**config.mk**
```make
export PLATFORM = sky130hd
export DESIGN_NAME = pcpi_mul_arbiter
export DESIGN_NICKNAME = d
export VERILOG_FILES = /design/src/rtl/pcpi_mul_arbiter.sv
export SDC_FILE = /design/constraint.sdc
export NUM_CORES = 1
export LEC_CHECK = 0
export CAP_MARGIN = 20
export CORE_AREA = 2 2 156 158
export DETAILED_ROUTE_END_ITERATION = 8
export DIE_AREA = 0 0 158 160
export PLACE_DENSITY = 0.66
export SYNTH_ARGS = -nofsm -noshare
export SYNTH_HDL_FRONTEND = slang
export SYNTH_SLANG_ARGS = --single-unit
```
**constraint.sdc**
```tcl
create_clock -name clk -period 2.14 [get_ports clk]
set_input_delay 0.642 -clock clk [delete_from_list [all_inputs] [get_ports clk]]
set_output_delay 0.642 -clock clk [all_outputs]
set_load 0.01 [all_outputs]
```
**src/rtl/pcpi_mul_arbiter.sv**
```systemverilog
// pcpi_mul_arbiter: shares one PCPI multiplier between two PCPI masters.
// Round-robin grant is held for a whole multiply. Stalled masters see wait
// high so their own PCPI timeouts stay quiet. A watchdog aborts a grant that
// the multiplier never answers.
module pcpi_mul_arbiter #(
    parameter int TIMEOUT_CYCLES = 255,
    parameter int CNT_W          = 16
) (
    input  logic        clk,
    input  logic        resetn,
    input  logic        req0_valid,
    input  logic [31:0] req0_insn,
    input  logic [31:0] req0_rs1,
    input  logic [31:0] req0_rs2,
    output logic        req0_wr,
    output logic [31:0] req0_rd,
    output logic        req0_wait,
    output logic        req0_ready,
    input  logic        req1_valid,
    input  logic [31:0] req1_insn,
    input  logic [31:0] req1_rs1,
    input  logic [31:0] req1_rs2,
    output logic        req1_wr,
    output logic [31:0] req1_rd,
    output logic        req1_wait,
    output logic        req1_ready,
    output logic        cop_valid,
    output logic [31:0] cop_insn,
    output logic [31:0] cop_rs1,
    output logic [31:0] cop_rs2,
    input  logic        cop_wr,
    input  logic [31:0] cop_rd,
    input  logic        cop_wait,
    input  logic        cop_ready,
    output logic        err_timeout
);

    typedef enum logic [1:0] {IDLE, BUSY, RESP, GAP} state_t;

    localparam logic [CNT_W-1:0] CNT_LAST = CNT_W'(TIMEOUT_CYCLES - 1);

    state_t           state;
    state_t           state_nxt;
    logic             gnt;
    logic             gnt_nxt;
    logic             last;
    logic             last_nxt;
    logic [CNT_W-1:0] cnt;
    logic [CNT_W-1:0] cnt_nxt;
    logic [1:0]       aborted;
    logic [1:0]       aborted_nxt;
    logic [1:0]       valid_in;
    logic [1:0]       is_mul;
    logic [1:0]       eligible;
    logic [1:0]       wait_nxt;
    logic             take_resp;
    logic             do_abort;
    logic             served;
    logic             unused_cop_wait;

    // The multiplier's own wait is not needed: the arbiter stalls masters itself.
    assign unused_cop_wait = cop_wait;

    assign valid_in = {req1_valid, req0_valid};

    assign is_mul[0] = req0_valid && (req0_insn[6:0] == 7'b0110011) &&
                       (req0_insn[31:25] == 7'b0000001) && !req0_insn[14];
    assign is_mul[1] = req1_valid && (req1_insn[6:0] == 7'b0110011) &&
                       (req1_insn[31:25] == 7'b0000001) && !req1_insn[14];

    // An aborted master may not be granted again until it drops its valid.
    assign eligible = is_mul & ~aborted;

    // Next-state logic: grant selection, multiply tracking and watchdog.
    always_comb begin
        state_nxt = state;
        gnt_nxt   = gnt;
        last_nxt  = last;
        cnt_nxt   = cnt;
        take_resp = 1'b0;
        do_abort  = 1'b0;
        case (state)
            IDLE: begin
                if (eligible != 2'b00) begin
                    gnt_nxt   = (eligible == 2'b11) ? ~last : eligible[1];
                    last_nxt  = (eligible == 2'b11) ? ~last : eligible[1];
                    cnt_nxt   = '0;
                    state_nxt = BUSY;
                end
            end
            BUSY: begin
                cnt_nxt = cnt + 1'b1;
                if (cop_ready) begin
                    take_resp = 1'b1;
                    state_nxt = RESP;
                end else if (!valid_in[gnt]) begin
                    state_nxt = GAP;
                end else if (cnt == CNT_LAST) begin
                    do_abort  = 1'b1;
                    state_nxt = GAP;
                end
            end
            RESP:    state_nxt = GAP;
            GAP:     state_nxt = IDLE;
            default: state_nxt = IDLE;
        endcase
    end

    // Abort flags and wait: the served master loses wait in RESP and GAP.
    always_comb begin
        served         = (state == RESP) || (state_nxt == RESP);
        aborted_nxt[0] = valid_in[0] & (aborted[0] | (do_abort & ~gnt));
        aborted_nxt[1] = valid_in[1] & (aborted[1] | (do_abort & gnt));
        wait_nxt[0]    = is_mul[0] & ~aborted_nxt[0] & ~(served & ~gnt);
        wait_nxt[1]    = is_mul[1] & ~aborted_nxt[1] & ~(served & gnt);
    end

    // Multiplier-side bus follows the granted master only while BUSY.
    always_comb begin
        cop_valid = 1'b0;
        cop_insn  = '0;
        cop_rs1   = '0;
        cop_rs2   = '0;
        if (state == BUSY) begin
            cop_valid = 1'b1;
            cop_insn  = gnt ? req1_insn : req0_insn;
            cop_rs1   = gnt ? req1_rs1  : req0_rs1;
            cop_rs2   = gnt ? req1_rs2  : req0_rs2;
        end
    end

    // Arbiter state registers.
    always_ff @(posedge clk or negedge resetn) begin
        if (!resetn) begin
            state   <= IDLE;
            gnt     <= 1'b0;
            last    <= 1'b1;
            cnt     <= '0;
            aborted <= 2'b00;
        end else begin
            state   <= state_nxt;
            gnt     <= gnt_nxt;
            last    <= last_nxt;
            cnt     <= cnt_nxt;
            aborted <= aborted_nxt;
        end
    end

    // Registered master-side responses, wait flags and the watchdog pulse.
    always_ff @(posedge clk or negedge resetn) begin
        if (!resetn) begin
            req0_ready  <= 1'b0;
            req1_ready  <= 1'b0;
            req0_wr     <= 1'b0;
            req1_wr     <= 1'b0;
            req0_rd     <= '0;
            req1_rd     <= '0;
            req0_wait   <= 1'b0;
            req1_wait   <= 1'b0;
            err_timeout <= 1'b0;
        end else begin
            req0_ready  <= take_resp & ~gnt;
            req1_ready  <= take_resp & gnt;
            req0_wr     <= take_resp & ~gnt & cop_wr;
            req1_wr     <= take_resp & gnt & cop_wr;
            if (take_resp && !gnt) begin
                req0_rd <= cop_rd;
            end
            if (take_resp && gnt) begin
                req1_rd <= cop_rd;
            end
            req0_wait   <= wait_nxt[0];
            req1_wait   <= wait_nxt[1];
            err_timeout <= do_abort;
        end
    end

endmodule

```
==> After elaboration in Yosys (flattened, before gate mapping) <==
Index checks and enable logic that the tools add are counted.
{ "classes": {"n_addsub": 1, "n_lt_le_gt_ge": 1, "n_eq_ne": 11, "n_mux": 23, "bitwise": 24, "n_reduce_logical": 17} }
{ "ops": {"columns": ["operator", "n"], "rows": [
  ["$mux W32", 6],
  ["$pmux W16 S2", 1],
  ["$add A16 B1 Y16 const B", 1],
  ["$eq A16 B8 Y1 const B", 1],
  ["$mux W16", 1],
  ["$and A1 B1 Y1", 14],
  ["$eq A7 B1 Y1 const B", 2],
  ["$eq A7 B6 Y1 const B", 2],
  ["$mux W1", 10],
  ["$eq A2 B2 Y1 const B", 4],
  ["$logic_and A1 B1 Y1", 8],
  ["$mux W2", 4],
  ["$pmux W2 S4", 1],
  ["$not A1 Y1", 6],
  ["$reduce_and A2 Y1", 2],
  ["$reduce_bool A2 Y1", 2],
  ["$logic_not A1 Y1", 3],
  ["$and A2 B2 Y2", 1],
  ["$eq A2 B1 Y1 const B", 1],
  ["$logic_not A2 Y1", 1],
  ["$lt A1 B2 Y1 const B", 1],
  ["$ne A2 B2 Y1 const B", 1],
  ["$not A2 Y2", 1],
  ["$or A1 B1 Y1", 2],
  ["$logic_or A1 B1 Y1", 1]
]} }
{ "totals": {"ff_bits": 93, "input_bits": 231, "output_inout_bits": 168, "wordCells": 91} }

==> Logic depth before layout (Yosys ltp) <==
Gate-level depths: netlist of run 1.
{ "logic_depth": {"depth_word": 13, "ltp_mapped": 7, "depth_no_buf": 6} }

==> Worst setup path after synthesis of run 1 <==
OpenSTA, ideal clock, no wires.
{ "synth_timing": {"path_type": "register -> output", "startpoint": "register gnt", "endpoint": "output port cop_insn[11]", "arrival_ns": 1.437, "required_ns": 1.498, "slack_ns": 0.061, "stages_incl_launch_ff": 6, "n_path_buf": 3, "path_cell_list": "dfrtp_1 clkbuf_1 buf_2 buf_2 mux2i_1 nor2_1"} }
{ "synth_via": {"elab_chain_len": 2} }
{ "synth_lines": {"columns": ["item", "line_no", "rtl"], "rows": [
  ["start, declared", "44", "logic gnt;"],
  ["start signal, assigned", "142", "gnt <= gnt_nxt;"],
  ["$mux W32", "126", "cop_insn = gnt ? req1_insn : req0_insn;"],
  ["$mux W32", "124", "if (state == BUSY) begin"],
  ["end, declared", "28", "output logic [31:0] cop_insn,"]
]} }
No other way between the ends.

==> Worst setup path after layout of run 1 <==
{ "layout_timing": {"startpoint": "register gnt", "endpoint": "output port cop_rs2[12]"} }
{ "layout_via": {"elab_chain_len": 2} }
{ "layout_lines": {"columns": ["item", "line_no", "rtl"], "rows": [
  ["$mux W32", "128", "cop_rs2 = gnt ? req1_rs2 : req0_rs2;"],
  ["$mux W32", "124", null],
  ["end, declared", "30", "output logic [31:0] cop_rs2,"]
]} }
No other way between the ends.

==> results.toml, run 1 <==
[logic_synthesis]
yosysTopAreaCellShare = 0.4278
ys_ff_latch = 93
synth_top_area_cell = "dfrtp_1"
synth_nets = 749
async_flop_share = 1.000
yosys_warnings = 0
synthDistinctLibCells = 49
synthTopCellsByArea = "dfrtp_1, mux2i_1, mux2_2, nor2_1, nand2_1"
syn_area_um2 = 5381
avgSynthCellArea_um2 = 10.43
ys.flop_type = "dfrtp_1"
synth_edf_count = 0
synthCells = 516
synth_seq_area_share = 0.4327

[critical_path]
r2r_cells = 8
critPathLaunchType = "flop"
reg2reg_slack_ns = 0.18
worstSetupEndpointType = "output port"
critPathMaxStageDelay_ns = 0.52
crit_chain = "buf_12 > buf_16 > buf_6 > mux2i_1 > nor2_1 > buf_2"
r2r-end = "req0_rd[2]$_DFFE_PN0P_"
worstPathRequired_ns = 1.50
reg2reg_from = "state[1]$_DFF_PN0_"
crit_family = "buffers and inverters"
path_buf_inv = 4
arrival_ns = 1.66
path_class = "flop to output port"
crit_slowest_cell = "dfrtp_4"
path_depth = 6
path_max_fanout = 7

[clocking]
clk-insertion-delay-late_ns = 0.34
path_clk_slew_ns = 0.07
tritoncts = "done"
numClockSinks = 93
clk_path_buf_depth = 2
cts_buffers = 9
root_buffer = "clkbuf_16"
cts_htree_levels = 3

[power_and_ir_drop]
p_switching_mw = 2.710
cellLeakagePower_nw = 5.215
power.density_nw_per_um2 = 743.4
p_seq_frac = 0.318
ir_drop_uv = 451.7
clkPwrFrac = 0.219
power.internal_mw = 5.208
pwr-share-comb = 0.463
swShare = 0.3422

[floorplan]
rows = 57
die_y_um = 160
io_pins = 399
die_area_um2 = 25280
coreArea_um2 = 23820
die_w_um = 158
initial_core_util = 0.2259

[sta]
period_minus_slack_ns = 2.303
timing.final.ws_setup_ns = -0.1630
max_freq_mhz = 434.2
fin_skew_ns = 0.005541
finalSetupViolCount = 92
finalCritPeriodShare = 1.076
drv_slew = 0
rsz0062_at_grt = "true"
worst_slew_pin_slew_ns = 0.4922
hold_violations = 0
slew_headroom = 0.6634

[global_routing]
grt_pass1_wl_mm = 34.90
grt_use_total = 0.1832
grt_max_degree = 62
grt_pass1_vias = 5851
antenna_found_initial = 5
gr-total-overflow = 0

[route]
wl_per_cell_um = 18.31
antenna_left = 0
drc = 0
drt_iter0_markers = 209
avgViaCountPerCell = 4.395
wl_mm = 23.67
drt_pass1_iterations = 6
vias = 5683

[final_layout]
drive_above_1_share = 0.2953
fill_cells = 2338
nNetsFinal = 1193
fin_util = 0.4471
syn_to_final_growth_pct = 97.91
stdcell_area_um2 = 10650

[placed_design]
pre_cts_slack_ns = -0.7942
numPortBuffers = 397
gp_congestion = 0.7968
dp_hpwl_mm = 18.81
detailed_place.area_um2 = 10060

[hold_path]
hold_class = "input pin to asynchronous set/reset pin"

[flow_run]
cap_violations = 0

[run_status]
violations = "negative setup slack"
status = "finished with violations"
## worst max path at each step
stage                                      to            start  slack [ns]
after detailed placement  req0_wait$_DFF_PN0_    req0_insn[25]       -0.79
after global routing               cop_rs1[7]  gnt$_DFFE_PN0P_       -0.25
after floorplan                  cop_insn[11]  gnt$_DFFE_PN0P_        0.06
after CTS                          cop_rs2[2]  gnt$_DFFE_PN0P_       -0.20
after global placement    req0_wait$_DFF_PN0_    req0_insn[25]       -0.82
final                             cop_rs2[12]  gnt$_DFFE_PN0P_       -0.16
## state kept, by name, summed over array words and instances (netlist names)
| signal | count |
|---|---|
| cnt | 16 |
| req1_wr | 1 |
| req1_ready | 1 |
| gnt | 1 |
| last | 1 |
| req0_ready | 1 |
| req1_wait | 1 |
| req0_rd | 32 |
| req1_rd | 32 |
| req0_wr | 1 |
| state | 2 |
| aborted | 2 |
| err_timeout | 1 |
| req0_wait | 1 |
## worst reg2reg max path, stage by stage, from the launching register on
cell	delay (ns)
dfrtp_1	0.38
nand2b_4	0.17
buf_12	0.17
inv_2	0.08
buf_4	0.18
nand2_1	0.13
nor2_4	0.15
buf_12	0.20
mux2_2	0.37
## cells by family after synthesis
logic type / count (synthesis) / synth area share
xor gates and xnor gates: 2 / 0.003256
buffers and inverters: 37 / 0.03464
muxes: 160 / 0.3125
adders and majority gates: 2 / 0.004649
and+or+nand+nor: 184 / 0.1621
AOI/OAI and AO/OA: 38 / 0.05022
DFF: 93 / 0.4327
## final cells by class
cell class | count | area, um2 | share of cell area
clock inverter | 6 | 93.84 | 0.008811
clock buffer | 10 | 229.0 | 0.02150
inverter | 5 | 18.77 | 0.001762
sequential | 93 | 2332 | 0.2190
tap | 324 | 405.4 | 0.03806
multi-input combinational | 386 | 3123 | 0.2932
timing repair buffer | 465 | 4438 | 0.4167
antenna | 4 | 10.01 | 0.0009399
## per-layer routing
metal	share of wire	vias up	track usage
met2	0.50	238	0.3184
met1	0.39	2675	0.2119
met4	0.016	2	0.05815
met5	0.00055	-	0
met3	0.093	20	0.05970
li1	-	2748	-
## metrics by stage
stage	setup TNS (ns)	power (mW)	hold WS, ns	instances
3_3_place_gp	-50.32	6.591	0.4690	1248
5_1_grt	-13.33	8.448	0.2639	1292
4_1_cts	-7.787	8.012	0.2420	1287
2_1_floorplan	0	4.128	0.3464	516
3_5_place_dp	-48.93	6.611	0.4740	1248
6_report	-7.003	7.917	0.2448	1293
## synth_stat cells, types with 7 or more instances
library cell	n
o211ai_1	7
nand3_1	14
nor2_1	99
buf_2	7
o21ai_0	15
clkbuf_1	14
nand2_1	25
dfrtp_1	92
mux2_2	63
mux2i_1	96
## power groups by stage
stage	sequential (mW)	combinational, mW	clock (mW)
2_1_floorplan	2.67	1.45	0
3_3_place_gp	2.53	4.06	0
3_5_place_dp	2.55	4.06	0
4_1_cts	2.52	3.70	1.79
5_1_grt	2.59	4.01	1.85
6_report	2.52	3.67	1.73
## layout by cell type, fill, tap and decap left out, types with 6 or more instances in the layout
master,count
mux2i_1,79
mux2i_2,6
o211ai_1,7
buf_6,17
buf_4,32
dfrtp_1,91
nand3_1,12
nor2_1,98
mux2i_4,11
buf_12,14
mux2_2,63
dlygate4sd2_1,20
buf_2,84
o21ai_0,15
buf_16,6
nand2_1,25
clkdlybuf4s50_1,279
clkbuf_16,10
## repair_timing
| item | CTS | global route |
|---|---|---|
| pin swaps | 16 | 18 |
| gates cloned | 5 | 1 |
| hold buffers | 0 | 0 |
| setup endpoints to repair | 118 | 105 |
| resized for setup | 455 | 24 |
| buffers inserted | 19 | 1 |
(Power assumes the default switching activity.)
==> run 2, diff against run 1 <==
--- a/config.mk
+++ b/config.mk
@@ -5,11 +5,11 @@
 export SDC_FILE = /design/constraint.sdc
 export NUM_CORES = 1
 export LEC_CHECK = 0
-export CAP_MARGIN = 20
-export CORE_AREA = 2 2 156 158
+export CAP_MARGIN = 0
+export CORE_AREA = 4 4 154 156
 export DETAILED_ROUTE_END_ITERATION = 8
 export DIE_AREA = 0 0 158 160
-export PLACE_DENSITY = 0.66
+export PLACE_DENSITY = 0.68
 export SYNTH_ARGS = -nofsm -noshare
 export SYNTH_HDL_FRONTEND = slang
 export SYNTH_SLANG_ARGS = --single-unit
==> run 2 against run 1 <==
The flow still finishes with violations (negative setup slack). Sequential share of layout area up 0.87 points. Setup slack got worse by 0.038 ns. Die area is the same. Final cell count decreased by 4.3%. Sequential power about the same. Worst hold slack gained 0.043 ns. Clock-buffer cell count up 1. Power is 2.4% lower. Utilization grew 1.1 points. Critical path type unchanged. Largest power group unchanged.
==> results.toml, run 2 (synthesized netlist as in run 1, its figures left out) <==
[placed_design]
numPortBuffers = 397
dp_hpwl_mm = 20.89
gp_congestion = 0.9073

[critical_path]
reg2reg_slack_ns = 0.14
path_class = "flop to output port"
worstPathRequired_ns = 1.50
r2r_cells = 8
path_max_fanout = 8
reg2reg_from = "state[0]$_DFF_PN0_"
r2r-end = "req1_wait$_DFF_PN0_"
critPathLaunchType = "flop"
arrival_ns = 1.70
worstSetupEndpointType = "output port"

[global_routing]
antenna_found_initial = 5
grt_max_degree = 49
gr-total-overflow = 0
grt_pass1_vias = 5833
grt_pass1_wl_mm = 36.25
grt_use_total = 0.1897

[route]
drt_pass1_iterations = 6
vias = 5677
antenna_left = 0
wl_mm = 25.22
wl_per_cell_um = 20.37
avgViaCountPerCell = 4.586
drt_iter0_markers = 170
drc = 0

[floorplan]
io_pins = 399
die_y_um = 160
die_area_um2 = 25280
die_w_um = 158
rows = 55
initial_core_util = 0.2406
coreArea_um2 = 22370

[sta]
period_minus_slack_ns = 2.341
rsz0062_at_grt = "true"
finalCritPeriodShare = 1.094
worst_slew_pin_slew_ns = 0.5381
finalSetupViolCount = 84
max_freq_mhz = 427.2
hold_violations = 0
slew_headroom = 0.6412
tns_ns = -3.910
timing.final.ws_setup_ns = -0.2010
fin_skew_ns = 0.006998
drv_slew = 0

[power_and_ir_drop]
pwr-share-comb = 0.471
p_seq_frac = 0.327
clkPwrFrac = 0.202
power.density_nw_per_um2 = 754.1
swShare = 0.3447
power.internal_mw = 5.061
cellLeakagePower_nw = 5.122
ir_drop_uv = 394.9
power_mw = 7.723
p_switching_mw = 2.662

[final_layout]
drive_above_1_share = 0.2821
nNetsFinal = 1178
top_regs = "req0_rd x32, req1_rd x32, cnt x16"
syn_to_final_growth_pct = 90.31
final_cell_mix = "clkdlybuf4s50_1, nor2_1, buf_2"
fin_util = 0.4579
layout_commonest_cell = "clkdlybuf4s50_1"
fill_cells = 2135

[clocking]
numClockSinks = 93
path_clk_slew_ns = 0.07
cts_htree_levels = 3
cts_buffers = 9
tritoncts = "done"
root_buffer = "clkbuf_16"
clk_path_buf_depth = 2
cts-hold-fix-buffers = 0
clk-insertion-delay-late_ns = 0.33

[flow_run]
cap_violations = 0

[hold_path]
hold_class = "input pin to asynchronous set/reset pin"

[run_status]
status = "finished with violations"
violations = "negative setup slack"
[run 2: per-layer routing]
metal  vias to the layer above  track usage  routed length [um]
met1                      2678       0.2190                9682
met4                         0      0.05157                 593
li1                       2708            -                   -
met3                        26      0.04959                2020
met2                       265       0.3435               12930
met5                         -            0                   0
[run 2: worst max-delay path, stage by stage (launching register included)]
cell and delay (ns):
dfrtp_4 0.53, buf_12 0.15, buf_12 0.13, buf_12 0.12, mux2i_4 0.18, nor2_1 0.10
buf_2 0.14
[run 2: through the flow]
| stage | hold slack, ns | instances | setup WS (ns) | instance area [um2] |
|---|---|---|---|---|
| after floorplan | 0.3464 | 516 | 0.06137 | 5381 |
| after CTS | 0.3093 | 1236 | -0.2086 | 10210 |
| after global routing | 0.3212 | 1238 | -0.2393 | 10240 |
| final | 0.2883 | 1238 | -0.2010 | 10240 |
| after detailed placement | 0.4840 | 1210 | -0.7190 | 10010 |
| after global placement | 0.4705 | 1210 | -0.7459 | 10010 |
[run 2: how the worst max path moves through the flow]
stage	endpoint	startpoint	slack [ns]
detailed placement	cnt[4]$_DFFE_PN0P_	req0_insn[25]	-0.72
floorplan	cop_insn[11]	gnt$_DFFE_PN0P_	0.06
CTS	cop_insn[19]	gnt$_DFFE_PN0P_	-0.21
global route	cop_insn[19]	gnt$_DFFE_PN0P_	-0.24
finish	cop_insn[19]	gnt$_DFFE_PN0P_	-0.20
global placement	cnt[6]$_DFFE_PN0P_	req0_insn[25]	-0.75
[run 2: cell type report]
cell class | instances | area, um2 | share of cell area
diodes | 3 | 7.507 | 0.0007330
clock buffers | 11 | 232.7 | 0.02272
clock inverters | 5 | 60.06 | 0.005864
inverters | 5 | 18.77 | 0.001833
multi-input cells | 386 | 3048 | 0.2976
flip-flops and latches | 93 | 2332 | 0.2277
well taps | 285 | 356.6 | 0.03482
repair buffers | 450 | 4185 | 0.4087
[run 2: repair_timing]
item / in CTS / in global routing
cloned: 2 / 1
endpoints found under the setup margin: 118 / 116
endpoints found under the hold margin: 0 / 0
buffers inserted: 8 / 2
resized for setup: 421 / 69
pin swaps: 12 / 32
[run 2: power groups by stage]
stage               Clock [mW]  Sequential (mW)  Combinational [mW]
finish                    1.56             2.53                3.64
global route              1.69             2.59                3.94
CTS                       1.62             2.53                3.69
detailed placement           0             2.56                4.05
global placement             0             2.53                4.03
floorplan                    0             2.67                1.45
